`src/rtl/riscv_pkg.sv`:
```
// Shared RV32 constants and fetch-stage types.
//   OPC_*        major opcodes that fetch predecodes or reports
//   INSTR_*      special instruction words (flush filler, halt idiom)
//   fetch_state_e  fetch FSM state encoding
//   imm_j()      J-type immediate, sign-extended to 32 bits
package riscv_pkg;

    localparam logic [6:0]  OPC_JAL    = 7'b1101111;
    localparam logic [6:0]  OPC_BRANCH = 7'b1100011;
    localparam logic [31:0] INSTR_NOP  = 32'h0000_0013;
    localparam logic [31:0] INSTR_HALT = 32'h0000_0063;

    typedef enum logic {
        ST_RUN  = 1'b0,
        ST_HALT = 1'b1
    } fetch_state_e;

    function automatic logic [31:0] imm_j(input logic [31:0] instr);
        return {{11{instr[31]}}, instr[31], instr[19:12], instr[20], instr[30:21], 1'b0};
    endfunction

endpackage

```
`src/rtl/fetch_unit_if.sv`:
```
// Bus between the fetch stage and its neighbours: instruction memory port,
// execute-stage redirect, and the fetch/decode register handshake.
//   master : the fetch unit
//   slave  : memory, execute and decode as seen from the fetch unit
interface fetch_unit_if;

    logic [31:0] imem_addr;
    logic [31:0] imem_data;
    logic        redirect_valid;
    logic [31:0] redirect_pc;
    logic        if_valid;
    logic        if_ready;
    logic [31:0] if_pc;
    logic [31:0] if_instr;
    logic [31:0] if_pc_plus4;
    logic        halted;
    logic        misalign;

    modport master (
        output imem_addr,
        input  imem_data,
        input  redirect_valid,
        input  redirect_pc,
        output if_valid,
        input  if_ready,
        output if_pc,
        output if_instr,
        output if_pc_plus4,
        output halted,
        output misalign
    );

    modport slave (
        input  imem_addr,
        output imem_data,
        output redirect_valid,
        output redirect_pc,
        input  if_valid,
        output if_ready,
        input  if_pc,
        input  if_instr,
        input  if_pc_plus4,
        input  halted,
        input  misalign
    );

endinterface

```
`src/rtl/fetch_predecode.sv`:
```
// Combinational predecode of the word returned by instruction memory.
//   instr_i    fetched instruction word
//   pc_i       address it was fetched from
//   is_jal_o   word is a JAL
//   is_halt_o  word is the halt idiom BEQ x0,x0,0
//   next_pc_o  sequential successor, or JAL target (wraps modulo 2^32)
module fetch_predecode
    import riscv_pkg::*;
(
    input  logic [31:0] instr_i,
    input  logic [31:0] pc_i,
    output logic        is_jal_o,
    output logic        is_halt_o,
    output logic [31:0] next_pc_o
);

    assign is_jal_o  = (instr_i[6:0] == OPC_JAL);
    assign is_halt_o = (instr_i == INSTR_HALT);
    assign next_pc_o = is_jal_o ? (pc_i + imm_j(instr_i)) : (pc_i + 32'd4);

endmodule

```
`src/rtl/fetch_unit.sv`:
```
// Instruction-fetch stage. Owns the PC, reads instruction memory with zero
// latency, and registers {pc, instr} into the fetch/decode register.
// JAL is redirected at fetch; branches fall through and are corrected by
// execute through the redirect port. Fetch parks on BEQ x0,x0,0.
//   clk   system clock, rising edge
//   rst   asynchronous active-low reset
//   bus   fetch_unit_if.master (memory, redirect, decode handshake, status)
//
//   state   | meaning
//   --------+-----------------------------------------------------------
//   ST_RUN  | fetching; captures one instruction per accepted cycle
//   ST_HALT | halt word captured; no captures until a redirect arrives
module fetch_unit
    import riscv_pkg::*;
#(
    parameter logic [31:0] RESET_PC = 32'h0000_0000
) (
    input  logic             clk,
    input  logic             rst,
    fetch_unit_if.master     bus
);

    fetch_state_e state_q, state_d;
    logic [31:0]  pc_q, pc_d;
    logic         valid_q, valid_d;
    logic [31:0]  if_pc_q, if_pc_d;
    logic [31:0]  if_instr_q, if_instr_d;
    logic         misalign_q, misalign_d;

    logic         is_jal;
    logic         is_halt;
    logic [31:0]  next_pc;
    logic         advance;

    fetch_predecode u_predecode (
        .instr_i   (bus.imem_data),
        .pc_i      (pc_q),
        .is_jal_o  (is_jal),
        .is_halt_o (is_halt),
        .next_pc_o (next_pc)
    );

    assign advance = (state_q == ST_RUN) && (!valid_q || bus.if_ready) && !bus.redirect_valid;

    // FSM: state register
    always_ff @(posedge clk or negedge rst) begin
        if (!rst) begin
            state_q <= ST_RUN;
        end else begin
            state_q <= state_d;
        end
    end

    // FSM: next state
    always_comb begin
        state_d = state_q;
        if (bus.redirect_valid) begin
            state_d = ST_RUN;
        end else if (advance && is_halt) begin
            state_d = ST_HALT;
        end
    end

    // FSM: outputs
    always_comb begin
        bus.halted = (state_q == ST_HALT);
    end

    // Datapath: redirect beats everything, then capture, then a drain of the
    // last (halt) word while parked.
    always_comb begin
        pc_d       = pc_q;
        valid_d    = valid_q;
        if_pc_d    = if_pc_q;
        if_instr_d = if_instr_q;
        misalign_d = 1'b0;
        if (bus.redirect_valid) begin
            valid_d    = 1'b0;
            if_instr_d = INSTR_NOP;
            pc_d       = {bus.redirect_pc[31:2], 2'b00};
            misalign_d = |bus.redirect_pc[1:0];
        end else if (advance) begin
            valid_d    = 1'b1;
            if_pc_d    = pc_q;
            if_instr_d = bus.imem_data;
            // The halt word is captured but the PC stays on it so memory
            // keeps pointing at the halt address.
            pc_d       = is_halt ? pc_q : next_pc;
        end else if ((state_q == ST_HALT) && bus.if_ready) begin
            valid_d    = 1'b0;
        end
    end

    always_ff @(posedge clk or negedge rst) begin
        if (!rst) begin
            pc_q       <= RESET_PC;
            valid_q    <= 1'b0;
            if_pc_q    <= 32'h0000_0000;
            if_instr_q <= INSTR_NOP;
            misalign_q <= 1'b0;
        end else begin
            pc_q       <= pc_d;
            valid_q    <= valid_d;
            if_pc_q    <= if_pc_d;
            if_instr_q <= if_instr_d;
            misalign_q <= misalign_d;
        end
    end

    assign bus.imem_addr   = pc_q;
    assign bus.if_valid    = valid_q;
    assign bus.if_pc       = if_pc_q;
    assign bus.if_instr    = if_instr_q;
    assign bus.if_pc_plus4 = if_pc_q + 32'd4;
    assign bus.misalign    = misalign_q;

endmodule

```
`src/flat_wrapper.sv`:
```
// flat-port wrapper written by rule: the top's interface ports become plain ports
module fetch_unit_flat import riscv_pkg::*;
#(
    parameter logic [31:0] RESET_PC = 32'h0000_0000
)
  (clk, rst, bus_imem_addr, bus_imem_data, bus_redirect_valid, bus_redirect_pc, bus_if_valid, bus_if_ready, bus_if_pc, bus_if_instr, bus_if_pc_plus4, bus_halted, bus_misalign);
  fetch_unit_if bus_i ();
  input  logic clk;
  input  logic rst;
  output wire logic [$bits(bus_i.imem_addr)-1:0] bus_imem_addr;
  input wire logic [$bits(bus_i.imem_data)-1:0] bus_imem_data;
  input wire logic [$bits(bus_i.redirect_valid)-1:0] bus_redirect_valid;
  input wire logic [$bits(bus_i.redirect_pc)-1:0] bus_redirect_pc;
  output wire logic [$bits(bus_i.if_valid)-1:0] bus_if_valid;
  input wire logic [$bits(bus_i.if_ready)-1:0] bus_if_ready;
  output wire logic [$bits(bus_i.if_pc)-1:0] bus_if_pc;
  output wire logic [$bits(bus_i.if_instr)-1:0] bus_if_instr;
  output wire logic [$bits(bus_i.if_pc_plus4)-1:0] bus_if_pc_plus4;
  output wire logic [$bits(bus_i.halted)-1:0] bus_halted;
  output wire logic [$bits(bus_i.misalign)-1:0] bus_misalign;
  assign bus_imem_addr = bus_i.imem_addr;
  assign bus_i.imem_data = bus_imem_data;
  assign bus_i.redirect_valid = bus_redirect_valid;
  assign bus_i.redirect_pc = bus_redirect_pc;
  assign bus_if_valid = bus_i.if_valid;
  assign bus_i.if_ready = bus_if_ready;
  assign bus_if_pc = bus_i.if_pc;
  assign bus_if_instr = bus_i.if_instr;
  assign bus_if_pc_plus4 = bus_i.if_pc_plus4;
  assign bus_halted = bus_i.halted;
  assign bus_misalign = bus_i.misalign;
  fetch_unit #(.RESET_PC(RESET_PC)) u_core (.clk(clk), .rst(rst), .bus(bus_i));
endmodule
```
`config.mk`:
```
export PLATFORM = sky130hd
export DESIGN_NAME = fetch_unit_flat
export DESIGN_NICKNAME = d
export VERILOG_FILES = /design/src/rtl/riscv_pkg.sv /design/src/rtl/fetch_unit_if.sv /design/src/rtl/fetch_predecode.sv /design/src/rtl/fetch_unit.sv /design/src/flat_wrapper.sv
export SDC_FILE = /design/constraint.sdc
export NUM_CORES = 1
export LEC_CHECK = 0
export CELL_PAD_IN_SITES_DETAIL_PLACEMENT = 0
export CELL_PAD_IN_SITES_GLOBAL_PLACEMENT = 1
export CORE_MARGIN = 3
export CORE_UTILIZATION = 33
export DETAILED_ROUTE_END_ITERATION = 10
export HOLD_SLACK_MARGIN = 0.05
export PLACE_DENSITY = 0.85
export SETUP_SLACK_MARGIN = 0.15
export SYNTH_ARGS = -nofsm -noshare
export SYNTH_HDL_FRONTEND = slang
export SYNTH_HIERARCHICAL = 1
export SYNTH_SLANG_ARGS = --single-unit
```
`constraint.sdc`:
```
create_clock -name clk -period 2.63 [get_ports clk]
set_clock_uncertainty 0.2 [all_clocks]
set_input_delay 0.3945 -clock clk [delete_from_list [all_inputs] [get_ports clk]]
set_output_delay 0.3945 -clock clk [all_outputs]
set_load 0.02 [all_outputs]
```
Word level (Yosys, flattened, before mapping)
Cells that the tools add are included.
{"block": "word_totals", "ff_bits": 99, "input_bits": 68, "output_inout_bits": 131, "word_cells": 39}
{"block": "op_classes", "n_addsub": 3, "eq_ne": 3, "muxes": 12, "bitwise": 2, "reduce_logical": 13}
{"operator": "2-to-1 mux 32 bit", "count": 6}
{"operator": "adder 32 x 3 -> 32 bit (second input constant)", "count": 2}
{"operator": "adder 32 bit", "count": 1}
{"operator": "== test 32 x 7 -> 1 bit (second input constant)", "count": 1}
{"operator": "== test 7 bit (second input constant)", "count": 1}
{"operator": "2-to-1 mux 1 bit", "count": 6}
{"operator": "logical AND 1 bit", "count": 4}
{"operator": "AND reduction 2 bit", "count": 2}
{"operator": "nonzero test 2 bit", "count": 2}
{"operator": "nonzero test 3 bit", "count": 1}
{"operator": "zero test 1 bit", "count": 2}
{"operator": "!= test 2 bit (second input constant)", "count": 1}
{"operator": "NOT 1 bit", "count": 2}
{"operator": "OR reduction 2 bit", "count": 1}
{"operator": "logical OR 1 bit", "count": 1}

Depth between registers and ports, before layout
Gate-level depths: netlist (run 1).
{"block": "logic_depth", "depth_word": 7, "mapped_depth": 13, "ltp_nobuf": 13}

Hierarchy
The synthesis (run 1) kept the hierarchy.
{"mod": "fetch_unit", "instances": 1, "cells_each": 440, "area_each_um2": 4596.9, "seq_area_each_um2": 2481.1}
{"mod": "fetch_predecode", "instances": 1, "cells_each": 387, "area_each_um2": 2617.5, "seq_area_each_um2": 0.0}

Least setup slack after synthesis (run 1)
No wires, ideal clock.
{"block": "synth_timing", "path_kind": "register to register", "start": "register u_core.pc_q[16], in the netlist u_core/bus.imem_addr[16]", "end": "register u_core.pc_q[25], in the netlist u_core/bus.imem_addr[25]", "setup_ns": 0.137, "arrival_ns": 2.552, "t_required_ns": 2.293, "setup_slack_ns": -0.259, "path_stages_with_launch": 13, "path_buffers": 1, "synth_period_minus_slack_ns": 2.889, "cell_sequence": "dfrtp_1 > ha_1 > buf_2 > and4_2 > and2_1 > a22oi_2 > a31oi_4 > o21ai_2 > nand2b_1 > a2111o_1 > o211a_1 > mux2i_1 > a21oi_1"}
{"block": "synth_between", "elab_chain_len": 5, "elab_cells_between_ends": 6, "cone_classes": "2 x add/sub; 4 x mux"}
{"element": "from (decl)", "line_no": "fetch_unit.sv:24", "text": "logic [31:0] pc_q, pc_d;"}
{"element": "from (signal assigned)", "line_no": "fetch_unit.sv:102", "text": "pc_q <= pc_d;"}
{"element": "adder 32 x 3 -> 32 bit or adder 32 bit (tied branches)", "line_no": "fetch_predecode.sv:19", "text": "assign next_pc_o = is_jal_o ? (pc_i + imm_j(instr_i)) : (pc_i + 32'd4);"}
{"element": "2-to-1 mux 32 bit *", "line_no": "fetch_predecode.sv:19"}
{"element": "named net u_core.next_pc[25]", "line_no": "fetch_unit.sv:32", "text": "logic [31:0] next_pc;"}
{"element": "2-to-1 mux 32 bit *", "line_no": "fetch_unit.sv:88", "text": "pc_d = is_halt ? pc_q : next_pc;"}
{"element": "2-to-1 mux 32 bit *", "line_no": "fetch_unit.sv:82", "text": "end else if (advance) begin"}
{"element": "2-to-1 mux 32 bit *", "line_no": "fetch_unit.sv:77", "text": "if (bus.redirect_valid) begin"}
The timed path passes the listed nets; every way through them passes the cells marked *. The select of a mux whose other input is x is not followed.
A chain may end at the register's enable or synchronous reset.

Final worst setup path (run 1)
{"block": "layout_timing", "start": "register u_core.pc_q[6], in the netlist u_core/bus.imem_addr[6]", "end": "register u_core.pc_q[25], in the netlist u_core/bus.imem_addr[25]"}
Same word-level chain as after synthesis.

==> results of run 1 <==
-- per-layer routing --
metal	track usage, %	up-vias	part of all wire [%]
met1	29.1	3640	46
met5	0	-	0
met3	4.25	27	6.7
met4	4.42	0	1.4
met2	32.0	272	46
li1	-	3663	-
-- power by group through the flow --
stage | registers, uW | logic (uW) | clock network, uW
global placement | 1960 | 3710 | 0
global route | 1980 | 4290 | 1550
finish | 1950 | 4000 | 1470
detailed placement | 1970 | 3750 | 0
CTS | 1950 | 3810 | 1510
floorplan | 2340 | 1580 | 0
-- final timing paths --
path,startpoint,to,slack [ns]
worst max register to register,u_core/bus.imem_addr[6],u_core/bus.imem_addr[25],-0.18
worst min-delay path,bus_redirect_valid,u_core/bus.if_instr[25],0.24
worst min register to register,u_core/bus.if_instr[1],u_core/bus.if_instr[1],0.29
min in group asynchronous,rst,u_core/bus.if_pc[27],0.43
worst max-delay path,u_core/bus.imem_addr[6],u_core/bus.imem_addr[25],-0.18
max in group asynchronous,rst,u_core/bus.imem_addr[1],1.32
-- cells by family (layout without fill, tap and decap cells) --
logic type               Yosys count  after routing
AND/OR/NAND/NOR                  307            308
AO/OA/AOI/OAI                    186            186
flip-flops                        99             99
XOR/XNOR                          80             80
multiplexers                      63             63
buffers and inverters             59            428
adder cells (fa/ha/maj)           33             33
-- cell type report --
type	count	area [um^2]	area share, %
inverter	16	63.8	0.543
tap	275	344	2.93
clock inverter	7	93.8	0.798
timing repair buffer	396	3430	29.2
clock buffer	9	225	1.92
sequential	99	2500	21.3
multi-input combinational	670	5090	43.4
-- flip-flops by register name (all words and copies together), names as in the netlist --
register	cells
u_core/bus.misalign	1
u_core/bus.imem_addr	32
u_core/bus.if_instr	32
u_core/bus.halted	1
u_core/bus.if_valid	1
u_core/bus.if_pc	32
-- stage by stage --
stage,std cells,util (%),hold WS (ns),TNS (ns),setup WS (ns)
floorplan,827,-,-0.101,-0.0776,-0.0651
global placement,1430,51.8,0.276,-12.61,-0.659
detailed placement,1430,51.8,0.282,-14.35,-0.717
CTS,1456,54.1,0.227,-0.500,-0.121
global route,1472,55.4,0.249,-2.54,-0.255
finish,1472,55.4,0.238,-0.833,-0.175
-- what timing repair did --
action,CTS,global route
pin swaps,45,54
hold endpoints to repair,96,0
gates resized for setup,124,99
buffers inserted,8,15
endpoints found under the setup margin,51,51
hold buffers,1,0
gates cloned,1,1
-- cell usage in the layout (no fill, tap or decap), types with 15 or more instances in the layout --
master | netlist | layout
sky130_fd_sc_hd__clkdlybuf4s50_1 | 0 | 148
sky130_fd_sc_hd__ha_4 | 0 | 22
sky130_fd_sc_hd__o21ai_1 | 2 | 15
sky130_fd_sc_hd__mux2i_1 | 31 | 31
sky130_fd_sc_hd__nand2_1 | 121 | 118
sky130_fd_sc_hd__mux2_2 | 31 | 31
sky130_fd_sc_hd__xnor2_1 | 51 | 42
sky130_fd_sc_hd__nand3_1 | 25 | 22
sky130_fd_sc_hd__xor2_1 | 29 | 28
sky130_fd_sc_hd__dfrtp_1 | 96 | 78
sky130_fd_sc_hd__a21oi_1 | 100 | 87
sky130_fd_sc_hd__dfrtp_2 | 0 | 18
sky130_fd_sc_hd__nor2_1 | 55 | 51
sky130_fd_sc_hd__nand4_1 | 31 | 31
sky130_fd_sc_hd__a21o_1 | 18 | 18
sky130_fd_sc_hd__buf_4 | 8 | 194
sky130_fd_sc_hd__dlygate4sd2_1 | 0 | 22
-- critical path, delay by kind of cell (launching register included) --
| kind | cells | cell delay [ns] |
|---|---|---|
| AOI/OAI and AO/OA | 8 | 1.62 |
| muxes | 1 | 0.12 |
| adders and majority gates | 1 | 0.22 |
| DFF | 1 | 0.44 |
| and+or+nand+nor | 1 | 0.09 |
==> results.md, run 1 <==
| Group | Item | Reported |
| --- | --- | --- |
| setup path | CP endpoint kind | flip-flop |
| synthesis | Flip-flop and latch count after synthesis | 99 |
| placement | Final GP Congestion | 0.866 |
| synthesis | Biggest area consumer among synthesized cells | sky130_fd_sc_hd__dfrtp_1 |
| timing | Number of failing hold endpoints at the final stage | 0 |
| pwr | Total power of the final layout | 7420 uW |
| floorplanning | Starting density of the core | 34.0% |
| pwr | Net switching share of the total power | 39.2% |
| placement | Post-DP Area | 0.0110 mm^2 |
| synthesis | Area share of the leading cell type in the synthesized netlist | 33.3% |
| pwr | Gate power share | 53.9% |
| global routing | Total GRT Usage | 20.4% |
| timing | Final count of pins violating max slew | 0 |
| synthesis | Most repeated cell in the gate-level netlist after synthesis | sky130_fd_sc_hd__nand2_1 |
| synthesis | Synth Area in Simple Gates | 21.3% |
| global routing | Initial antenna violation count | 0 |
| routing | Initial DRT Pass Iterations | 5 |
| layout | Area growth from synthesis to layout | 62.9% |
| job | Max-cap violations | 0 |
| setup path | Required time of the critical path | 2.67 ns |
| floorplanning | Die Area | 0.0237 mm^2 |
| synthesis | Mux cell area share after synthesis | 9.30% |
| clock tree | CTS tree | built |
| clock tree | Number of clock buffers inserted by TritonCTS | 9 |
| timing | Share of the clock period used by the worst path after layout | 107% |
| pwr | Maximum resistive drop on vdd | 334 uV |
| routing | Avg WL per Cell | 17.4 um |
| timing | Setup ws final | -0.175 ns |
| floorplanning | I/O pin total | 199 |
| synthesis | Combined area of all synthesized cells | 0.00721 mm^2 |
| synthesis | FFs w/ async S/R, synth | 100% |
| clock tree | Clock transition at the register clock pins on the worst setup and hold paths after CTS | 0.08 ns |
| floorplanning | Chip width | 154 um |
| timing | Worst rel slew slack | 57.5% |
| timing | Slew of the pin with the lowest slew margin | 0.637 ns |
| global routing | Pin count of the biggest net entering global routing | 100 |
| placement | HPWL Detailed | 19000 um |
| synthesis | Synthesized-area fraction occupied by xor and xnor cells | 9.71% |
| layout | Diodes inserted | 0 |
| timing | Minimum period implied by the final worst setup slack | 2.81 ns |
| floorplanning | Row count | 53 |
| synthesis | Ys flop type | sky130_fd_sc_hd__dfrtp_1 |
| setup path | Slowest cell on the critical path | sky130_fd_sc_hd__dfrtp_2 |
| synthesis | Total nets after synthesis | 928 |
| floorplanning | Die Ht | 154 um |
| clock tree | Clock Latency Late Sink | 0.36 ns |
| setup path | Slowest Stage Delay on Critical Path | 0.44 ns |
| synthesis | Warning count from the yosys run | 6 |
| synthesis | Sequential fraction of the synthesis area | 34.4% |
| routing | Violation count after the first detailed-routing iteration | 507 |
| global routing | Remaining global-route overflow | 0 |
| worst hold path | Instance count along the most critical hold path | 2 |
| synthesis | Share of synthesized cell area in full adder, half adder and majority cells | 5.83% |
| synthesis | Mean instance size in the synthesized netlist | 8.72 um^2 |
| pwr | Clk pwr share | 19.8% |
| layout | Final #Nets | 1293 |
| synthesis | Compound-Gate Fraction of Synth Area | 15.7% |
| synthesis | Syn Inst Count | 827 |
| pwr | PwrDens | 632 mW/mm^2 |
| placement | Port Buf Inserts | 198 |
| routing | Vias per cell | 5.16 |
| timing | Max Clk Rate | 0.356 GHz |
| worst hold path | Tightest Hold Check Type | in -> reg |
| routing | Number of vias after detailed routing | 7602 |
| setup path | Largest fanout on the critical path | 4 |
| clock tree | Largest buffer count on any clock path | 2 |
| layout | Fraction of final layout cells with drive strength greater than 1 | 33.0% |
| setup path | Cell chain of the critical path | ha_4, a21o_1, a211o_1, o211ai_4, a31oi_4, o21ai_2, nand2b_1, a2111o_1, o211a_1, mux2i_1, a21oi_1 |
| setup path | Crit path DAT | 2.85 ns |
| synthesis | Yosys cell types | 72 |
| synthesis | Dominant combinational cell family by area after synthesis | simple AND/OR/NAND/NOR gates |
| pwr | Power share of the sequential group | 26.3% |
| setup path | Critical setup path kind | reg -> reg |
| global routing | First-pass GRT wire length | 39200 um |
| synthesis | Commonest cells in the synthesized netlist | sky130_fd_sc_hd__nand2_1, sky130_fd_sc_hd__a21oi_1, sky130_fd_sc_hd__dfrtp_1 |
| synthesis | Number of enable flip-flop cells after synthesis | 0 |
| synthesis | Largest cells by area after synthesis | sky130_fd_sc_hd__dfrtp_1, sky130_fd_sc_hd__a21oi_1, sky130_fd_sc_hd__nand2_1, sky130_fd_sc_hd__xnor2_1, sky130_fd_sc_hd__ha_1 |
| clock tree | CTS sink cnt | 99 |
| layout | Post-route cell area | 0.0118 mm^2 |
| routing | DRC errors left | 0 |
| pwr | Cell-internal power | 4510 uW |
| routing | DRT Wirelength | 25500 um |
| routing | Number of nets still failing antenna checks after routing | 0 |
| run status | Violations in the final reports | setup timing |
| pwr | Leakage power of the design | 0.00513 uW |
| timing | Setup-failing EPs final | 9 |
| layout | Count of filler cells inserted in the layout | 1893 |
| timing | RSZ-0062 raised after global routing | yes |
| pwr | Switching power | 2910 uW |
| floorplanning | Core ar. | 0.0212 mm^2 |
| clock tree | Number of levels in the clock H-tree | 3 |
| clock tree | Clock tree root buffer cell | sky130_fd_sc_hd__clkbuf_16 |
| global routing | Number of global-route vias before repair | 7254 |
| run status | Run status | finished with violations |
| setup path | Type of element launching the critical path | flip-flop |
| setup path | Worst reg-to-reg path cell count | 11 |
No activity file was read; power rests on OpenSTA's default activity.
==> inputs of run 2 (changes only) <==
--- a/config.mk
+++ b/config.mk
@@ -5,10 +5,11 @@
 export SDC_FILE = /design/constraint.sdc
 export NUM_CORES = 1
 export LEC_CHECK = 0
-export CELL_PAD_IN_SITES_DETAIL_PLACEMENT = 0
-export CELL_PAD_IN_SITES_GLOBAL_PLACEMENT = 1
+export CELL_PAD_IN_SITES_DETAIL_PLACEMENT = 2
+export CELL_PAD_IN_SITES_GLOBAL_PLACEMENT = 2
 export CORE_MARGIN = 3
-export CORE_UTILIZATION = 33
+export CORE_UTILIZATION = 26
+export CTS_CLUSTER_SIZE = 8
 export DETAILED_ROUTE_END_ITERATION = 10
 export HOLD_SLACK_MARGIN = 0.05
 export PLACE_DENSITY = 0.85
==> run 2 against run 1 <==
  * The flow still finishes with violations (setup timing)
  * Global-route usage increased by 7.6 points
  * Highest routed layer unchanged
  * Non-clock buffer count is 32 higher
  * Core utilization decreased by 9.0 points
  * Critical path depth grew 2
  * Combinational power rose by 25%
  * Final cell count grew 8.7%
  * Maximum frequency fell by 21%
  * Clock-buffer cell count unchanged
  * Sequential power up 3%
  * Flip-flop and latch count unchanged
==> results.md, run 2 (synthesis gave the netlist of run 1 again) <==
| Group | Item | Reported |
| --- | --- | --- |
| clock tree | CTS sink cnt | 99 |
| setup path | Worst R2R Setup Slack | -0.82 ns |
| clock tree | Number of clock buffers inserted by TritonCTS | 9 |
| routing | Number of nets still failing antenna checks after routing | 0 |
| timing | Setup-failing EPs final | 32 |
| setup path | Required time of the critical path | 2.69 ns |
| timing | Share of the clock period used by the worst path after layout | 135% |
| routing | DRT Wirelength | 47600 um |
| timing | Minimum period implied by the final worst setup slack | 3.56 ns |
| floorplanning | Row count | 60 |
| floorplanning | Starting density of the core | 26.6% |
| timing | Max Clk Rate | 0.281 GHz |
| setup path | Critical setup path kind | in -> reg |
| timing | Final count of pins violating max slew | 0 |
| timing | Setup ws final | -0.929 ns |
| routing | Initial DRT Pass Iterations | 5 |
| timing | Slew of the pin with the lowest slew margin | 0.462 ns |
| layout | Commonest non-fill, non-tap cells in the layout | sky130_fd_sc_hd__buf_4, sky130_fd_sc_hd__clkdlybuf4s50_1, sky130_fd_sc_hd__nand2_1, sky130_fd_sc_hd__a21oi_1, sky130_fd_sc_hd__dfrtp_1 |
| global routing | Initial antenna violation count | 0 |
| clock tree | Clock tree root buffer cell | sky130_fd_sc_hd__clkbuf_16 |
| pwr | Total power of the final layout | 8520 uW |
| timing | Number of failing hold endpoints at the final stage | 0 |
| floorplanning | I/O pin total | 199 |
| routing | Vias per cell | 5.61 |
| placement | HPWL Detailed | 28000 um |
| routing | Avg WL per Cell | 29.7 um |
| floorplanning | Core ar. | 0.0271 mm^2 |
| pwr | PwrDens | 678 mW/mm^2 |
| timing | Post-route setup TNS | -11.17 ns |
| floorplanning | Die Area | 0.0298 mm^2 |
| global routing | Remaining global-route overflow | 0 |
| routing | DRC errors left | 0 |
| timing | Worst rel slew slack | 68.9% |
| placement | Final GP Congestion | 0.864 |
| floorplanning | Chip width | 173 um |
| floorplanning | Die Ht | 173 um |
| pwr | Maximum resistive drop on vdd | 291 uV |
| setup path | Crit path DAT | 3.62 ns |
| global routing | First-pass GRT wire length | 64400 um |
| layout | Diodes inserted | 0 |
| setup path | CP endpoint kind | flip-flop |
| clock tree | Largest buffer count on any clock path | 2 |
| clock tree | CTS tree | built |
| clock tree | Clock transition at the register clock pins on the worst setup and hold paths after CTS | 0.10 ns |
| placement | Worst slack at placement | -0.930 ns |
| timing | RSZ-0062 raised after global routing | yes |
| global routing | Number of global-route vias before repair | 9796 |
| run status | Run status | finished with violations |
| setup path | Type of element launching the critical path | input pin |
| pwr | Leakage power of the design | 0.00545 uW |
| layout | Final #Nets | 1324 |
| routing | Violation count after the first detailed-routing iteration | 731 |
| global routing | Pin count of the biggest net entering global routing | 63 |
| placement | Port Buf Inserts | 198 |
| layout | Area growth from synthesis to layout | 74.2% |
| global routing | Total GRT Usage | 28.0% |
| job | Max-cap violations | 0 |
| clock tree | Clock Latency Late Sink | 0.39 ns |
| run status | Violations in the final reports | setup timing |
| layout | Most common cell after layout, fill and taps aside | sky130_fd_sc_hd__buf_4 |
| layout | Fraction of final layout cells with drive strength greater than 1 | 38.5% |
| worst hold path | Tightest Hold Check Type | in -> reg |
| routing | Number of vias after detailed routing | 8970 |
| layout | Post-layout util | 46.4% |
| timing | Worst hold slack across all endpoints | 0.167 ns |
| clock tree | Number of levels in the clock H-tree | 3 |
| setup path | Largest fanout on the critical path | 5 |
==> run 2: changes by cell type in the layout (fill, tap and decap cells not counted), moves of 6 or more <==
cell	change
sky130_fd_sc_hd__xnor2_1	-6
sky130_fd_sc_hd__a21oi_1	-8
sky130_fd_sc_hd__buf_6	+23
sky130_fd_sc_hd__buf_4	+10
==> run 2: path summary, 6_finish.rpt <==
check                                              start                  endpoint  cells after the start
min in group asynchronous                            rst  u_core/bus.imem_addr[28]                      2
worst max-delay path                   bus_imem_data[31]  u_core/bus.imem_addr[25]                     13
worst max register to register  u_core/bus.imem_addr[20]  u_core/bus.imem_addr[25]                     11
max in group asynchronous                            rst    u_core/bus.if_instr[0]                      3
worst min-delay path                  bus_redirect_valid         u_core/bus.halted                      2
worst min register to register    u_core/bus.if_instr[4]    u_core/bus.if_instr[4]                      2
==> run 2: repair_timing <==
| item | CTS | global route |
|---|---|---|
| buffers inserted | 24 | 19 |
| pin swaps | 58 | 69 |
| gates cloned | 0 | 1 |
| hold buffers | 1 | 0 |
| setup endpoints to repair | 58 | 57 |
| gates resized for setup | 187 | 143 |
| hold endpoints to repair | 96 | 0 |
==> run 2: worst max-delay path: stages <==
cell and delay (ns):
sky130_fd_sc_hd__dlygate4sd2_1 0.35, sky130_fd_sc_hd__buf_4 0.28, sky130_fd_sc_hd__ha_4 0.26, sky130_fd_sc_hd__a21oi_1 0.30
sky130_fd_sc_hd__nor2b_1 0.14, sky130_fd_sc_hd__o21ai_0 0.31, sky130_fd_sc_hd__nand2b_1 0.31, sky130_fd_sc_hd__o21ai_2 0.28
sky130_fd_sc_hd__nand2b_1 0.16, sky130_fd_sc_hd__a2111o_1 0.41, sky130_fd_sc_hd__o211a_1 0.13, sky130_fd_sc_hd__mux2i_1 0.21
sky130_fd_sc_hd__a21oi_1 0.11
==> run 2: cell type report <==
type                            count  area, um^2
Multi-Input combinational cell    669        5430
Tap cell                          372         465
Clock inverter                      7        93.8
Timing Repair Buffer              428        3790
Clock buffer                        9         225
Fill cell                        2847       14500
Sequential cell                    99        2500
Inverter                           16        66.3
==> run 2: where the power goes <==
| part | switching, uW | internal (uW) | leakage, uW |
|---|---|---|---|
| logic | 2730 | 2260 | 0.00412 |
| registers | 265 | 1750 | 0.00117 |
| clock network | 815 | 701 | 0.000154 |
| total | 3810 | 4710 | 0.00545 |
==> run 2: layer usage <==
layer	global-route usage, %	vias to the layer above	share of wire (%)
met5	0	-	0
met4	12.1	0	5.4
met3	6.87	166	7.2
met2	48.7	517	49
met1	32.9	4565	38
li1	-	3722	-
==> run 2: through the flow <==
step	cell area, um^2	instances
after floorplan	7560	827
after global placement	11200	1539
after detailed placement	11200	1539
after CTS	12000	1580
after global routing	12600	1600
final	12600	1600
==> inputs of run 3 (changes only) <==
--- a/config.mk
+++ b/config.mk
@@ -11,6 +11,7 @@
 export CORE_UTILIZATION = 26
 export CTS_CLUSTER_SIZE = 8
 export DETAILED_ROUTE_END_ITERATION = 10
+export GPL_TIMING_DRIVEN = 0
 export HOLD_SLACK_MARGIN = 0.05
 export PLACE_DENSITY = 0.85
 export SETUP_SLACK_MARGIN = 0.15
==> run 3 against run 2 <==
  * The run still ends with setup timing left
  * Worst setup slack better by 0.32 ns
  * Clock-buffer cell count is the same
  * Global-route usage fell by 3.8 points
  * Combinational power decreased by 9.0%
  * First-iteration DRC count down 29%
  * Flip-flop and latch count stayed put
  * Hold slack better by 0.0080 ns
  * Critical path depth fell by 1
  * Core utilization is 2.2 points lower
  * Critical path type is now reg -> reg
  * Largest cell class unchanged
  * Largest power group unchanged
==> results.md, run 3 (synthesis gave the netlist of run 1 again) <==
| Group | Item | Reported |
| --- | --- | --- |
| setup path | Largest fanout on the critical path | 3 |
| floorplanning | Die Area | 0.0298 mm^2 |
| timing | Number of failing hold endpoints at the final stage | 0 |
| global routing | Number of global-route vias before repair | 8963 |
| floorplanning | Core ar. | 0.0271 mm^2 |
| pwr | Cell-internal power | 4600 uW |
| timing | Max Clk Rate | 0.309 GHz |
| clock tree | Number of clock buffers inserted by TritonCTS | 9 |
| timing | Slew of the pin with the lowest slew margin | 0.629 ns |
| timing | Setup ws final | -0.609 ns |
| layout | Commonest non-fill, non-tap cells in the layout | sky130_fd_sc_hd__clkdlybuf4s50_1, sky130_fd_sc_hd__buf_4, sky130_fd_sc_hd__nand2_1, sky130_fd_sc_hd__a21oi_1, sky130_fd_sc_hd__dfrtp_1 |
| pwr | PwrDens | 683 mW/mm^2 |
| routing | Initial DRT Pass Iterations | 7 |
| clock tree | CTS tree | built |
| pwr | Leakage power of the design | 0.00506 uW |
| setup path | Cell chain of the critical path | ha_4, buf_4, a21oi_1, o21ai_2, a22oi_2, a31oi_4, o21ai_2, nand2b_1, a2111o_1, o211a_1, mux2i_1, a21oi_1 |
| worst hold path | Instance count along the most critical hold path | 3 |
| timing | Final count of pins violating max slew | 0 |
| layout | Area growth from synthesis to layout | 65.8% |
| clock tree | Clock tree root buffer cell | sky130_fd_sc_hd__clkbuf_16 |
| timing | Worst rel slew slack | 58.1% |
| clock tree | Clock transition at the register clock pins on the worst setup and hold paths after CTS | 0.09 ns |
| global routing | Total GRT Usage | 24.2% |
| pwr | Net switching share of the total power | 43.7% |
| placement | Port Buf Inserts | 198 |
| timing | Setup-failing EPs final | 29 |
| layout | Final #Nets | 1261 |
| pwr | Gate power share | 55.5% |
| routing | Number of vias after detailed routing | 8443 |
| timing | Minimum period implied by the final worst setup slack | 3.24 ns |
| placement | HPWL Detailed | 23200 um |
| pwr | Total power of the final layout | 8170 uW |
| routing | Violation count after the first detailed-routing iteration | 516 |
| setup path | Required time of the critical path | 2.65 ns |
| setup path | Critical setup path kind | reg -> reg |
| floorplanning | I/O pin total | 199 |
| routing | Number of nets still failing antenna checks after routing | 0 |
| timing | RSZ-0062 raised after global routing | yes |
| timing | Share of the clock period used by the worst path after layout | 123% |
| layout | Most common cell after layout, fill and taps aside | sky130_fd_sc_hd__clkdlybuf4s50_1 |
| setup path | Slowest cell on the critical path | sky130_fd_sc_hd__dfrtp_2 |
| clock tree | CTS sink cnt | 99 |
| global routing | Initial antenna violation count | 0 |
| run status | Violations in the final reports | setup timing |
| setup path | Worst reg-to-reg path cell count | 12 |
| setup path | CP endpoint kind | flip-flop |
| floorplanning | Starting density of the core | 26.6% |
| clock tree | Largest buffer count on any clock path | 2 |
| floorplanning | Row count | 60 |
| routing | DRT Wirelength | 43500 um |
| routing | Vias per cell | 5.49 |
| run status | Run status | finished with violations |
| layout | Diodes inserted | 0 |
| pwr | Clk pwr share | 18.3% |
| timing | Worst hold slack across all endpoints | 0.174 ns |
| layout | Fraction of final layout cells with drive strength greater than 1 | 35.2% |
| worst hold path | Tightest Hold Check Type | in -> reg |
| routing | Avg WL per Cell | 28.3 um |
| global routing | First-pass GRT wire length | 56300 um |
| placement | Final GP Congestion | 0.828 |
| setup path | Type of element launching the critical path | flip-flop |
| floorplanning | Die Ht | 173 um |
| setup path | Crit path DAT | 3.25 ns |
| clock tree | Number of levels in the clock H-tree | 3 |
| global routing | Remaining global-route overflow | 0 |
| job | Max-cap violations | 0 |
| layout | Count of filler cells inserted in the layout | 2885 |
| placement | Worst slack at placement | -1.60 ns |
| floorplanning | Chip width | 173 um |
| pwr | Switching power | 3570 uW |
| clock tree | Clock Latency Late Sink | 0.37 ns |
| pwr | Power share of the sequential group | 26.1% |
| routing | DRC errors left | 0 |
| pwr | Maximum resistive drop on vdd | 327 uV |
| global routing | Pin count of the biggest net entering global routing | 66 |
| timing | Post-route setup TNS | -7.81 ns |
| setup path | Slowest Stage Delay on Critical Path | 0.46 ns |
[run 3: cell count changes in the layout (fill, tap and decap cells not counted), moves of 3 or more]
cell,change
sky130_fd_sc_hd__buf_4,-75
sky130_fd_sc_hd__dfrtp_1,-25
sky130_fd_sc_hd__dfrtp_2,+25
sky130_fd_sc_hd__buf_6,-13
sky130_fd_sc_hd__buf_2,+12
sky130_fd_sc_hd__clkbuf_1,+7
sky130_fd_sc_hd__buf_12,-5
sky130_fd_sc_hd__nor4_2,-5
sky130_fd_sc_hd__a21oi_4,-3
sky130_fd_sc_hd__clkbuf_8,+3
sky130_fd_sc_hd__dlygate4sd2_1,+3
sky130_fd_sc_hd__nand2_1,+3
sky130_fd_sc_hd__nor4_1,+3
sky130_fd_sc_hd__o21ai_1,-3
[run 3: layer usage]
metal / GRT usage (%) / routed length, um / vias up
met5: 0 / 0 / -
met4: 7.87 / 1780 / 0
met3: 4.74 / 2340 / 114
met2: 42.3 / 22100 / 367
met1: 29.9 / 17300 / 4364
li1: - / - / 3598
[run 3: power by group through the flow]
stage,registers (uW),logic [uW],clock network (uW)
global route,2160,4720,1580
floorplan,2340,1580,0
CTS,2110,3660,1500
finish,2130,4540,1500
detailed placement,2210,3120,0
global placement,2190,3010,0
[run 3: per-stage QoR]
step,util (%),cells,cell area [um^2]
5_1_grt,44.1,1537,12000
3_3_place_gp,36.9,1397,10000
2_1_floorplan,-,827,7560
3_5_place_dp,37.0,1398,10000
6_report,44.1,1537,12000
4_1_cts,41.4,1485,11200
[run 3: cell type report]
class / count / area [um^2] / area share (%)
inverter: 16 / 63.8 / 0.534
clock buffer: 9 / 225 / 1.88
tap: 372 / 465 / 3.89
buffer: 43 / 307 / 2.56
timing repair buffer: 321 / 2890 / 24.1
sequential: 99 / 2530 / 21.2
multi-input combinational: 670 / 5380 / 45.0
clock inverter: 7 / 93.8 / 0.785
[run 3: what timing repair did]
item / in CTS / in global routing
setup endpoints to repair: 59 / 55
gates resized for setup: 231 / 104
hold buffers: 1 / 0
endpoints found under the hold margin: 34 / 0
gates cloned: 1 / 0
buffers inserted: 69 / 52
pin swaps: 60 / 74
[run 3: worst paths after layout]
| check | startpoint | end | slack (ns) |
|---|---|---|---|
| max reg2reg | u_core/bus.imem_addr[12] | u_core/bus.imem_addr[25] | -0.61 |
| min reg2reg | u_core/bus.if_instr[4] | u_core/bus.if_instr[4] | 0.30 |
| max in group asynchronous | rst | u_core/bus.imem_addr[1] | 1.03 |
| min | bus_imem_data[15] | u_core/bus.if_instr[15] | 0.17 |
| max | u_core/bus.imem_addr[12] | u_core/bus.imem_addr[25] | -0.61 |
| min in group asynchronous | rst | u_core/bus.if_pc[21] | 0.40 |
[run 3: worst max-delay path, delay by kind of cell (launching register included)]
family / cells / cell delay [ns]
adder cells (fa/ha/maj): 1 / 0.28
buffers and inverters: 1 / 0.17
flip-flops: 1 / 0.46
multiplexers: 1 / 0.18
AO/OA/AOI/OAI: 8 / 1.69
AND/OR/NAND/NOR: 1 / 0.13
